[config.mk]
export PLATFORM = sky130hd
export DESIGN_NAME = drop_sequencer
export DESIGN_NICKNAME = d
export VERILOG_FILES = /design/src/rtl/drop_sequencer_pkg.sv /design/src/rtl/drop_sequencer_timer.sv /design/src/rtl/drop_sequencer.sv
export SDC_FILE = /design/constraint.sdc
export NUM_CORES = 1
export LEC_CHECK = 0
export BUFFER_PORTS_ARGS = -buffer_cell sky130_fd_sc_hd__buf_2
export CELL_PAD_IN_SITES_DETAIL_PLACEMENT = 0
export CELL_PAD_IN_SITES_GLOBAL_PLACEMENT = 2
export CORE_MARGIN = 2
export CORE_UTILIZATION = 35
export DETAILED_ROUTE_END_ITERATION = 10
export HOLD_SLACK_MARGIN = 0.1
export PLACE_DENSITY = 0.82
export SYNTH_ARGS = -nofsm -noshare
export SYNTH_HDL_FRONTEND = slang
export SYNTH_HIERARCHICAL = 1
export SYNTH_SLANG_ARGS = --single-unit
[constraint.sdc]
create_clock -name clk -period 3.12 [get_ports clk]
set_input_delay 0.468 -clock clk [delete_from_list [all_inputs] [get_ports clk]]
set_output_delay 0.468 -clock clk [all_outputs]
set_load 0.01 [all_outputs]
[src/rtl/drop_sequencer_pkg.sv]
// drop_sequencer_pkg: shared state encoding and widths for the hatch drop sequencer
package drop_sequencer_pkg;

    localparam int TIMER_W = 16;
    localparam int COUNT_W = 8;

    typedef enum logic [2:0] {
        ST_IDLE    = 3'd0,
        ST_SETTLE  = 3'd1,
        ST_OPENING = 3'd2,
        ST_HOLD    = 3'd3,
        ST_CLOSING = 3'd4,
        ST_DONE    = 3'd5,
        ST_FAULT   = 3'd6
    } state_t;

endpackage

[src/rtl/drop_sequencer_timer.sv]
// drop_timer: loadable down-counter shared by every timed state; holds at zero
module drop_timer
    import drop_sequencer_pkg::*;
(
    input  logic               clk,
    input  logic               rst,
    input  logic               i_load,
    input  logic [TIMER_W-1:0] i_value,
    output logic               o_zero
);

    logic [TIMER_W-1:0] r_cnt;

    // load wins over counting; the count parks at zero until the next load
    always_ff @(posedge clk or posedge rst) begin
        if (rst)
            r_cnt <= '0;
        else if (i_load)
            r_cnt <= i_value;
        else if (r_cnt != '0)
            r_cnt <= r_cnt - 1'b1;
    end

    assign o_zero = (r_cnt == '0);

endmodule

[src/rtl/drop_sequencer.sv]
// drop_sequencer: debounced hatch open/hold/close sequencer with sensor timeouts; abort input under DROP_SEQ_ABORT_EN
module drop_sequencer
    import drop_sequencer_pkg::*;
#(
    parameter int unsigned SETTLE_CYCLES  = 4,
    parameter int unsigned HOLD_CYCLES    = 16,
    parameter int unsigned TIMEOUT_CYCLES = 1024
) (
    input  logic               clk,
    input  logic               rst,
    input  logic               drop_req,
    input  logic               drop_activated,
    input  logic               door_open_sense,
    input  logic               door_closed_sense,
    input  logic               fault_clr,
`ifdef DROP_SEQ_ABORT_EN
    input  logic               abort,
`endif
    output logic               hatch_open,
    output logic               busy,
    output logic               done,
    output logic               fault,
    output logic [COUNT_W-1:0] drop_count,
    output logic [2:0]         state_o
);

    localparam logic [TIMER_W-1:0] SETTLE_LD  = TIMER_W'(SETTLE_CYCLES - 1);
    localparam logic [TIMER_W-1:0] HOLD_LD    = TIMER_W'(HOLD_CYCLES - 1);
    localparam logic [TIMER_W-1:0] TIMEOUT_LD = TIMER_W'(TIMEOUT_CYCLES - 1);

    state_t               r_state;
    logic                 r_aborted;
    logic                 r_hatch;
    logic                 r_busy;
    logic                 r_done;
    logic                 r_fault;
    logic [COUNT_W-1:0]   r_count;

    state_t               w_next;
    logic                 w_load;
    logic [TIMER_W-1:0]   w_load_val;
    logic                 w_zero;
    logic                 w_abort;
    logic                 w_abort_close;

`ifdef DROP_SEQ_ABORT_EN
    assign w_abort = abort;
`else
    assign w_abort = 1'b0;
`endif

    assign w_abort_close = w_abort && (r_state == ST_OPENING || r_state == ST_HOLD);

    drop_timer u_timer (
        .clk     (clk),
        .rst     (rst),
        .i_load  (w_load),
        .i_value (w_load_val),
        .o_zero  (w_zero)
    );

    // next state and timer reload; sensors take priority over an expiring timeout
    always_comb begin
        w_next     = r_state;
        w_load     = 1'b0;
        w_load_val = TIMEOUT_LD;
        case (r_state)
            ST_IDLE: begin
                if (drop_req && drop_activated) begin
                    w_next     = ST_SETTLE;
                    w_load     = 1'b1;
                    w_load_val = SETTLE_LD;
                end
            end
            ST_SETTLE: begin
                if (!drop_activated || w_abort)
                    w_next = ST_IDLE;
                else if (w_zero) begin
                    w_next = ST_OPENING;
                    w_load = 1'b1;
                end
            end
            ST_OPENING: begin
                if (w_abort) begin
                    w_next = ST_CLOSING;
                    w_load = 1'b1;
                end else if (door_open_sense) begin
                    w_next     = ST_HOLD;
                    w_load     = 1'b1;
                    w_load_val = HOLD_LD;
                end else if (w_zero)
                    w_next = ST_FAULT;
            end
            ST_HOLD: begin
                if (w_abort || w_zero) begin
                    w_next = ST_CLOSING;
                    w_load = 1'b1;
                end
            end
            ST_CLOSING: begin
                if (door_closed_sense)
                    w_next = r_aborted ? ST_IDLE : ST_DONE;
                else if (w_zero)
                    w_next = ST_FAULT;
            end
            ST_DONE:  w_next = ST_IDLE;
            ST_FAULT: w_next = (fault_clr && door_closed_sense) ? ST_IDLE : ST_FAULT;
            default:  w_next = ST_IDLE;
        endcase
    end

    // state register with outputs registered from the next state so they align with state_o
    always_ff @(posedge clk or posedge rst) begin
        if (rst) begin
            r_state   <= ST_IDLE;
            r_aborted <= 1'b0;
            r_hatch   <= 1'b0;
            r_busy    <= 1'b0;
            r_done    <= 1'b0;
            r_fault   <= 1'b0;
            r_count   <= '0;
        end else begin
            r_state   <= w_next;
            r_aborted <= (w_next == ST_CLOSING) && (r_aborted || w_abort_close);
            r_hatch   <= (w_next == ST_OPENING) || (w_next == ST_HOLD);
            r_busy    <= (w_next != ST_IDLE) && (w_next != ST_FAULT);
            r_done    <= (w_next == ST_DONE);
            r_fault   <= (w_next == ST_FAULT);
            r_count   <= r_count + COUNT_W'(w_next == ST_DONE);
        end
    end

    assign hatch_open = r_hatch;
    assign busy       = r_busy;
    assign done       = r_done;
    assign fault      = r_fault;
    assign drop_count = r_count;
    assign state_o    = r_state;

endmodule

## Word level (Yosys, flattened, before mapping)

Index checks and enable logic that the tools add are counted.

- Output and inout bits: 15
- Word-level logic and storage cells: 51
- Bits of input ports: 7
- Register bits after elaboration: 32

- Reductions and logical operators: 10
- Mux-type cells: 20
- Add/subtract/negate cells: 2
- Eq/ne operators: 11

Operators with widths:

| kind | number |
|---|---|
| 2-to-1 mux 16 bit | 2 |
| one-hot mux 16 bit (2 select lines) | 1 |
| 2-to-1 mux 3 bit | 9 |
| 2-to-1 mux 10 bit | 2 |
| one-hot mux 3 bit (6 select lines) | 1 |
| logical NOT 16 bit | 1 |
| nonzero test 16 bit | 1 |
| subtractor 16 x 1 -> 16 bit, second input constant | 1 |
| == test 3 bit, second input constant | 5 |
| == test 3 x 2 -> 1 bit, second input constant | 4 |
| adder 8 x 1 -> 8 bit | 1 |
| logical AND 1 bit | 4 |
| 2-to-1 mux 1 bit | 4 |
| one-hot mux 1 bit (4 select lines) | 1 |
| == test 3 x 1 -> 1 bit, second input constant | 1 |
| logical NOT 3 bit | 1 |
| inequality test 3 bit, second input constant | 1 |
| nonzero test 3 bit | 1 |
| nonzero test 2 bit | 1 |
| logical OR 1 bit | 1 |

## Logic depth before layout (Yosys ltp)

Gate-level depths: netlist of the first run.

- Depth in word-level cells: 6
- Depth in mapped cells: 11
- Mapped depth without buffers: 10

## Modules after synthesis

Netlist of the first run, hierarchy kept.

By module, submodules not included:

| module | times used | area each (um^2) | cells an instance | seq. area each (um^2) |
|---|---|---|---|---|
| drop_timer | 1 | 993.5 | 102 | 400.4 |
| drop_sequencer | 1 | 733.2 | 67 | 400.4 |

## Worst setup path before layout of the first run

No wires, ideal clock.

- Kind: reg-to-reg
- Start: reg u_timer.r_cnt[0]
- End: reg u_timer.r_cnt[14]
- Arrival: 2,410 ps
- Library setup time: 140 ps
- Period minus slack after synthesis: 2,550 ps
- Data required time: 2,980 ps
- Cell stages (with the launch flop): 12
- Path slack: 570 ps
- Path buffers: 1
- Cells stage by stage: dfrtp_1 -> inv_1 -> ha_1 -> nor3b_2 -> nand4b_4 -> nor2_4 -> inv_1 -> o21ai_0 -> inv_1 -> clkbuf_1 -> o311ai_1 -> o211ai_1

- Longest elaborated chain between the ends: 5
- Elaborated cells between the ends (all ways): 9
- Classes of those cells: add/sub: 1; mux: 5; reduce/logical: 3

RTL lines:

| element | line | text |
|---|---|---|
| from (decl) | drop_sequencer_timer.sv:12 | `logic [TIMER_W-1:0] r_cnt;` |
| from (signal assigned) | drop_sequencer_timer.sv:19 | `r_cnt <= i_value;` |
| from (signal assigned) | drop_sequencer_timer.sv:21 | `r_cnt <= r_cnt - 1'b1;` |
| logical NOT 16 bit (*) | drop_sequencer_timer.sv:24 | `assign o_zero = (r_cnt == '0);` |
| net w_zero | drop_sequencer.sv:42 | `logic w_zero;` |
| 2-to-1 mux 1 bit (*) | drop_sequencer.sv:78, drop_sequencer.sv:95 |  |
| 2-to-1 mux 1 bit | drop_sequencer.sv:76 | `if (!drop_activated \|\| w_abort)` |
| one-hot mux 1 bit (4 select lines) (*) | drop_sequencer.sv:67 | `case (r_state)` |
| net w_load | drop_sequencer.sv:40 | `logic w_load;` |
| 2-to-1 mux 16 bit / nonzero test 2 bit (equally long branches) | - |  |

Mark *: on every way through the listed nets, which the timed path passes. The rest lies on a longest branch. The select of a mux whose other input is x is not followed.
A chain may end at the register's enable or synchronous reset.

## Worst setup path in the final report of the first run

- Start: reg u_timer.r_cnt[0]
- End: reg u_timer.r_cnt[9]

Same word-level chain as after synthesis.

==> impl_metrics.env, run 1 <==
export IMPL_status="finished, final reports clean"
export IMPL_cp_startpoint="u_timer/r_cnt[0]"
export IMPL_critPathArrivalTime_ps=2790
export IMPL_clk_path_buf_depth=2
export IMPL_grt_overflow_total=0
export IMPL_fp_dieH_um=74.2
export IMPL_ios=22
export IMPL_postSynthCellCount=169
export IMPL_maxCapViolations=0
export IMPL_wl_per_cell_um=11.9
export IMPL_drive_gt1_frac=0.229
export IMPL_place_detailed_instances=260
export IMPL_cts_clk_slew_worst_paths_ps=70
export IMPL_antenna_cells=0
export IMPL_cp_end_kind="flip-flop"
export IMPL_critical_path_depth=10
export IMPL_internal_power_mw=0.979
export IMPL_drc=0
export IMPL_grt_pass1_vias=1256
export IMPL_use_met3=0.0407
export IMPL_switching_share=0.347
export IMPL_p_per_area_mw_per_mm2=737
export IMPL_core_area_mm2=0.00475
export IMPL_synth_warnings=6
export IMPL_portBuffers=21
export IMPL_path_cells="inv_1 > ha_1 > nor3b_2 > nand4b_4 > nor2_4 > inv_1 > o21ai_1 > buf_4 > nor3_2 > a211oi_1"
export IMPL_antenna_left=0
export IMPL_cts_setup_buffers=0
export IMPL_cp_top_family="simple AND/OR/NAND/NOR gates"
export IMPL_worst_pin_slew_ps=620
export IMPL_p_leak_nw=0.942
export IMPL_hold_path_class="input port to asynchronous set/reset pin"
export IMPL_hold_violations=0
export IMPL_crit_top_cell="inv_1"
export IMPL_rr_startpoint="u_timer/r_cnt[0]"
export IMPL_tritoncts="built"
export IMPL_dr_total_vias=1260
export IMPL_numClockSinks=32
export IMPL_fmax_ghz=0.385
export IMPL_critical_path_class="flip-flop to flip-flop"
export IMPL_antenna_found_initial=0
export IMPL_wl_um=3180
export IMPL_use_met2=0.216
export IMPL_cts_htree_levels=2
export IMPL_cp_start_kind="flip-flop"
export IMPL_reg2reg_depth=10
export IMPL_gp_congestion=0.812
export IMPL_cp_max_fo=22
export IMPL_drt_iter0_drc=34
export IMPL_ys_types=47
export IMPL_rows=25
export IMPL_synth_seq_cells=32
export IMPL_critical_path_max_stage_delay_ps=430
export IMPL_min_period_ps=2590
export IMPL_postCtsHoldBufs=0
export IMPL_vdd_drop_max_mv=0.281
export IMPL_finalNetCount=210
export IMPL_ys_seq_area_frac=0.464
export IMPL_top_usage_layer="met2"
export IMPL_power_switching_mw=0.520
export IMPL_critical_path_required_ps=3310
export IMPL_root_buffer="clkbuf_8"
export IMPL_slowest_stage="nor3b_2"
export IMPL_avgSynthCellArea_um2=10.2
export IMPL_drt_first_pass_iters=4
export IMPL_cts_resized_gates=0
export IMPL_dieArea_mm2=0.00551
export IMPL_dp_hpwl_um=2440
export IMPL_grt_setup_unrepaired="no"
export IMPL_setup_violations=0
export IMPL_dieWidth_um=74.2
export IMPL_seqPwrFrac=0.453
export IMPL_synth_edff_count=0
export IMPL_grt_max_degree=23
export IMPL_fin_util=0.428
export IMPL_use_met1=0.172
export IMPL_max_slew_margin=0.583
export IMPL_setup_tns_ps=0
export IMPL_vias_per_cell=4.70
export IMPL_grt_pass1_wl_um=5620
export IMPL_clock_latency_ps=280
export IMPL_syn_to_final_growth_pct=17.8
export IMPL_async_flop_share=1.00
export IMPL_slew_viol_final=0
export IMPL_fin_cells=268
export IMPL_grt_usage=0.134
export IMPL_fin_crit_sh=0.832
export IMPL_skew_ps=4.88
export IMPL_cts_made_buffers=5
export IMPL_pwr_share_comb=0.286
export IMPL_clkPwrFrac=0.260
export IMPL_syn_area_mm2=0.00173
export IMPL_initial_core_util=0.363
export IMPL_synth_flop_cell="dfrtp_1"
export IMPL_path_buf_inv=3
## area by class of cell
type	count	area, µm²
Tap cell	67	83.8
Clock inverter	3	42.5
Sequential cell	32	801
Clock buffer	5	68.8
Multi-Input combinational cell	130	892
Timing Repair Buffer	22	113
Inverter	9	33.8
Fill cell	488	2720
## flip-flops by register name, summed over array words and instances, names as in the netlist
name           flops
r_aborted          1
done               1
hatch_open         1
state_o            3
u_timer/r_cnt     16
drop_count         8
fault              1
busy               1
## cell usage after synthesis, types with 4 or more instances
cell type	number	area share
a21oi_1	8	0.023
dfrtp_1	32	0.46
inv_1	9	0.020
nand2_1	21	0.046
nand3_1	9	0.026
nor2_1	12	0.026
o21ai_1	4	0.012
xnor2_1	13	0.066
xor2_1	4	0.020
## layout by cell type (no fill, tap or decap), types with 8 or more instances in the layout
cell      n
a21oi_1   8
buf_2    21
dfrtp_1  32
nand2_1  21
inv_1     9
nor2_1   12
xnor2_1  13
conb_1    8
nand3_1   9
## worst paths after layout
check | end | slack, ps
setup / recovery | u_timer/r_cnt[9] | 530
hold / removal | drop_count[0] | 240
hold reg to reg | drop_count[7] | 470
setup reg to reg | u_timer/r_cnt[9] | 530
max in group asynchronous | u_timer/r_cnt[14] | 2480
min in group clk | drop_count[7] | 470
## power groups by stage
stage	Clock, mW	Combinational [mW]	Sequential [mW]
6_report	0.390	0.429	0.680
5_1_grt	0.423	0.497	0.696
4_1_cts	0.398	0.438	0.681
3_5_place_dp	0	0.435	0.687
3_3_place_gp	0	0.437	0.681
2_1_floorplan	0	0.339	0.669
## logic make-up (layout without fill, tap and decap cells)
family          Yosys count  after routing  share of synthesized area
other cells               2              8                    0.00435
flops                    32             32                      0.464
fa+ha+maj                 3              3                     0.0217
buf+inv                  13             39                     0.0326
xor+xnor                 17             17                     0.0862
compound gates           29             29                      0.117
mux                       4              4                     0.0239
simple gates             69             69                      0.251
## routing by layer
metal	vias to the layer above	part of all wire
li1	634	-
met1	599	0.47
met2	22	0.48
met3	5	0.040
met4	0	0.011
met5	-	0
## stage by stage
stage	hold slack (ps)	worst slack [ps]	cell area (µm²)	power [mW]
finish	237	526	2030	1.50
CTS	257	496	2030	1.52
global placement	457	615	1920	1.12
floorplan	382	570	1750	1.01
global route	283	252	2030	1.62
detailed placement	459	519	1920	1.12
Note: power is estimated with default switching activity, not from simulation.
==> inputs of run 2 (changes only) <==
==> constraint.sdc (replaced) <==
create_clock -name clk -period 2.61 [get_ports clk]
set_input_delay 0.3915 -clock clk [delete_from_list [all_inputs] [get_ports clk]]
set_output_delay 0.3915 -clock clk [all_outputs]
set_load 0.01 [all_outputs]
==> impl_metrics.env, run 2 (same netlist as run 1, synthesis figures left out) <==
export IMPL_status="finished, final reports clean"
export IMPL_grt_setup_unrepaired="no"
export IMPL_cp_startpoint="u_timer/r_cnt[0]"
export IMPL_critical_path_max_stage_delay_ps=390
export IMPL_timing_hold_ws_ps=166
export IMPL_critPathArrivalTime_ps=2470
export IMPL_final_cell_mix="dfrtp_1 (32), nand2_1 (21), buf_2 (21), xnor2_1 (13), nor2_1 (12)"
export IMPL_crit_top_cell="inv_1"
export IMPL_fin_crit_sh=0.876
export IMPL_min_period_ps=2290
export IMPL_path_cells="inv_1 > ha_1 > nor3b_4 > nand4b_4 > nor2_4 > inv_1 > o21ai_1 > buf_4 > nor3_2 > a211oi_1"
export IMPL_root_buffer="clkbuf_8"
export IMPL_setup_violations=0
export IMPL_rr_startpoint="u_timer/r_cnt[0]"
export IMPL_skew_ps=4.30
export IMPL_cts_made_buffers=5
export IMPL_critical_path_required_ps=2790
export IMPL_grt_pass1_wl_um=5890
export IMPL_dieArea_mm2=0.00551
export IMPL_p_per_area_mw_per_mm2=894
export IMPL_drive_gt1_frac=0.244
export IMPL_grt_pass1_vias=1290
export IMPL_ios=22
export IMPL_wl_per_cell_um=12.2
export IMPL_clk_path_buf_depth=2
export IMPL_slew_viol_final=0
export IMPL_fmax_ghz=0.438
export IMPL_postCtsHoldBufs=0
export IMPL_cp_end_kind="flip-flop"
export IMPL_vias_per_cell=4.74
export IMPL_pre_cts_ws_ps=286
export IMPL_drc=0
export IMPL_slowest_stage="dfrtp_1"
export IMPL_cts_htree_levels=2
export IMPL_antenna_left=0
export IMPL_antenna_cells=0
export IMPL_rr_endpoint="u_timer/r_cnt[9]"
export IMPL_critical_path_class="flip-flop to flip-flop"
export IMPL_largest_reg_flops=16
export IMPL_crit_end="u_timer/r_cnt[9]"
export IMPL_clock_latency_ps=280
export IMPL_worst_pin_slew_ps=638
export IMPL_grt_max_degree=23
export IMPL_dp_hpwl_um=2590
export IMPL_numClockSinks=32
export IMPL_tritoncts="built"
export IMPL_p_leak_nw=0.980
export IMPL_cp_max_fo=22
export IMPL_antenna_found_initial=0
export IMPL_dr_total_vias=1289
export IMPL_wl_um=3310
export IMPL_core_area_mm2=0.00475
export IMPL_layout_commonest_cell="dfrtp_1"
export IMPL_maxCapViolations=0
export IMPL_fin_ws_ps=324
export IMPL_rows=25
export IMPL_finalNetCount=214
export IMPL_hold_violations=0
export IMPL_power_mw=1.87
export IMPL_drt_iter0_drc=28
export IMPL_r2r_setup_slack_ps=320
export IMPL_syn_to_final_growth_pct=20.8
export IMPL_max_slew_margin=0.574
export IMPL_hold_path_class="input port to asynchronous set/reset pin"
export IMPL_regMostFlops="u_timer/r_cnt"
export IMPL_setup_tns_ps=0
export IMPL_portBuffers=21
export IMPL_grt_overflow_total=0
export IMPL_dieWidth_um=74.2
export IMPL_vdd_drop_max_mv=0.356
export IMPL_reg2reg_depth=10
export IMPL_fp_dieH_um=74.2
export IMPL_initial_core_util=0.363
export IMPL_gp_congestion=0.755
export IMPL_drt_first_pass_iters=4
export IMPL_cp_start_kind="flip-flop"
export IMPL_cts_clk_slew_worst_paths_ps=70
export IMPL_grt_usage=0.141
[run 2: cell count changes in the layout (fill, tap and decap cells not counted)]
cell,previous run,this run
buf_4,1,5
clkbuf_8,5,7
clkinv_2,1,0
clkinvlp_4,1,0
nor3b_2,2,1
nor3b_4,0,1
[run 2: layer usage]
metal / track usage / wire, µm / up-vias / part of all wire
met5: 0 / 0 / - / 0
met4: 0.0536 / 53 / 0 / 0.016
met3: 0.0447 / 144 / 5 / 0.044
met2: 0.216 / 1570 / 23 / 0.47
met1: 0.188 / 1540 / 617 / 0.47
li1: - / - / 644 / -
[run 2: power breakdown]
group	switching [mW]	total (mW)	internal, mW	leakage, nW
sequential	0.181	0.819	0.638	0.403
clock	0.173	0.510	0.337	0.0645
combinational	0.272	0.537	0.264	0.512
[run 2: layout make-up]
class	instances	area [µm²]
well taps	67	83.8
fillers	474	2670
repair buffers	26	143
inverters	9	33.8
clock inverters	1	30.0
clock buffers	7	96.3
multi-input cells	130	898
flip-flops and latches	32	801
[run 2: per-stage QoR]
step / util / std cells / instance area [µm²]
floorplan: - / 175 / 1750
global placement: 0.411 / 264 / 1950
detailed placement: 0.411 / 264 / 1950
CTS: 0.437 / 272 / 2080
global route: 0.439 / 272 / 2090
finish: 0.439 / 272 / 2090
[run 2: how the worst min path moves through the flow]
stage,endpoint,slack [ps],depth (start not counted)
global route,drop_count[7],210,2
detailed placement,drop_count[7],470,1
finish,drop_count[7],170,2
global placement,drop_count[7],460,1
CTS,drop_count[6],180,2
floorplan,busy,310,1
[run 2: critical path: cells and delay by family, from the launching register on]
| kind | cells | cell delay, ps |
|---|---|---|
| buffers and inverters | 3 | 460 |
| AND/OR/NAND/NOR | 4 | 760 |
| AO/OA/AOI/OAI | 2 | 350 |
| flip-flops | 1 | 390 |
| adder cells (fa/ha/maj) | 1 | 240 |
[run 2: repair_timing]
item	4_1_cts	5_1_grt
buffers inserted	0	0
endpoints found under the setup margin	0	1
resized for setup	0	1
==> inputs of run 3 (changes only) <==
--- a/config.mk
+++ b/config.mk
@@ -9,10 +9,11 @@
 export CELL_PAD_IN_SITES_DETAIL_PLACEMENT = 0
 export CELL_PAD_IN_SITES_GLOBAL_PLACEMENT = 2
 export CORE_MARGIN = 2
-export CORE_UTILIZATION = 35
+export CORE_UTILIZATION = 36
 export DETAILED_ROUTE_END_ITERATION = 10
 export HOLD_SLACK_MARGIN = 0.1
-export PLACE_DENSITY = 0.82
+export PLACE_DENSITY = 0.83
+export SETUP_SLACK_MARGIN = 0.05
 export SYNTH_ARGS = -nofsm -noshare
 export SYNTH_HDL_FRONTEND = slang
 export SYNTH_HIERARCHICAL = 1
==> impl_metrics.env, run 3 (same netlist as run 1, synthesis figures left out) <==
export IMPL_maxCapViolations=0
export IMPL_layout_commonest_cell="dfrtp_1"
export IMPL_cp_max_fo=6
export IMPL_cp_end_kind="flip-flop"
export IMPL_grt_max_degree=23
export IMPL_p_leak_nw=0.971
export IMPL_pre_cts_ws_ps=278
export IMPL_max_slew_margin=0.575
export IMPL_critical_path_class="flip-flop to flip-flop"
export IMPL_critical_path_required_ps=2780
export IMPL_fin_crit_sh=0.894
export IMPL_syn_to_final_growth_pct=18.3
export IMPL_worst_pin_slew_ps=637
export IMPL_vias_per_cell=4.83
export IMPL_drive_gt1_frac=0.257
export IMPL_place_detailed_instances=251
export IMPL_root_buffer="clkbuf_8"
export IMPL_fp_dieH_um=73.3
export IMPL_drt_iter0_drc=50
export IMPL_postCtsHoldBufs=0
export IMPL_rows=25
export IMPL_regMostFlops="u_timer/r_cnt"
export IMPL_fmax_ghz=0.429
export IMPL_numClockSinks=32
export IMPL_wl_um=3470
export IMPL_p_per_area_mw_per_mm2=851
export IMPL_cts_resized_gates=0
export IMPL_portBuffers=21
export IMPL_power_mw=1.74
export IMPL_dr_total_vias=1256
export IMPL_grt_pass1_wl_um=6100
export IMPL_grt_usage=0.152
export IMPL_antenna_cells=0
export IMPL_critPathArrivalTime_ps=2500
export IMPL_antenna_found_initial=0
export IMPL_fin_util=0.438
export IMPL_initial_core_util=0.370
export IMPL_clk_path_buf_depth=2
export IMPL_cts_made_buffers=5
export IMPL_core_area_mm2=0.00466
export IMPL_largest_reg_flops=16
export IMPL_status="finished, final reports clean"
export IMPL_setup_violations=0
export IMPL_fin_ws_ps=277
export IMPL_grt_pass1_vias=1298
export IMPL_antenna_left=0
export IMPL_gp_congestion=0.799
export IMPL_clock_latency_ps=290
export IMPL_vdd_drop_max_mv=0.507
export IMPL_final_cell_mix="dfrtp_1 (32), buf_2 (22), nand2_1 (21), xnor2_1 (13), nor2_1 (12)"
export IMPL_fillCellCount=468
export IMPL_dieArea_mm2=0.00537
export IMPL_setup_tns_ps=0
export IMPL_slew_viol_final=0
export IMPL_tritoncts="built"
export IMPL_drt_first_pass_iters=5
export IMPL_skew_ps=4.76
export IMPL_hold_violations=0
export IMPL_ios=22
export IMPL_fin_cells=260
export IMPL_cts_clk_slew_worst_paths_ps=70
export IMPL_min_period_ps=2330
export IMPL_drc=0
export IMPL_grt_setup_unrepaired="no"
export IMPL_cts_setup_buffers=0
export IMPL_cp_start_kind="flip-flop"
export IMPL_grt_overflow_total=0
export IMPL_hold_path_class="input port to asynchronous set/reset pin"
export IMPL_dp_hpwl_um=2590
export IMPL_finalNetCount=215
export IMPL_wl_per_cell_um=13.4
export IMPL_dieWidth_um=73.3
export IMPL_cts_htree_levels=2
run 3: power breakdown:
| part | switching [mW] | total [mW] | leakage, nW | internal (mW) |
|---|---|---|---|---|
| clock | 0.187 | 0.372 | 0.0479 | 0.185 |
| sequential | 0.185 | 0.823 | 0.403 | 0.638 |
| combinational | 0.276 | 0.544 | 0.519 | 0.268 |
| total | 0.648 | 1.74 | 0.971 | 1.09 |
run 3: stage by stage:
step	instance area, µm²	hold slack [ps]
detailed placement	1940	469
global route	2040	205
finish	2040	160
CTS	2020	168
floorplan	1750	305
global placement	1940	460
run 3: final cells by class:
class / instances / area (µm²) / area share
Clock buffer: 5 / 68.8 / 0.0337
Multi-Input combinational cell: 130 / 902 / 0.442
Tap cell: 54 / 67.6 / 0.0331
Sequential cell: 32 / 801 / 0.392
Clock inverter: 3 / 18.8 / 0.00919
Timing Repair Buffer: 27 / 151 / 0.0741
Inverter: 9 / 33.8 / 0.0165
run 3: worst max-delay path, stage by stage (launching register included):
cell and delay [ps]:
dfrtp_1 400, inv_1 100, ha_1 240, nor3b_4 270
nand4b_4 190, nor2_4 170, inv_1 100, o311ai_2 440
and2_1 220, o21bai_1 90
run 3: final timing paths:
| check | depth (start not counted) | end | start | slack (ps) |
|---|---|---|---|---|
| max | 9 | busy | u_timer/r_cnt[0] | 280 |
| min | 2 | drop_count[7] | rst | 160 |
| max reg2reg | 9 | busy | u_timer/r_cnt[0] | 280 |
| min reg2reg | 1 | drop_count[7] | drop_count[7] | 480 |
| max in group asynchronous | 2 | u_timer/r_cnt[14] | rst | 2010 |
| min in group clk | 4 | u_timer/r_cnt[2] | drop_req | 470 |
run 3: per-layer routing:
layer  routed length [µm]  track usage
met5                    0            0
met1                 1600        0.194
met2                 1700        0.238
met4                   57       0.0741
met3                  112       0.0398
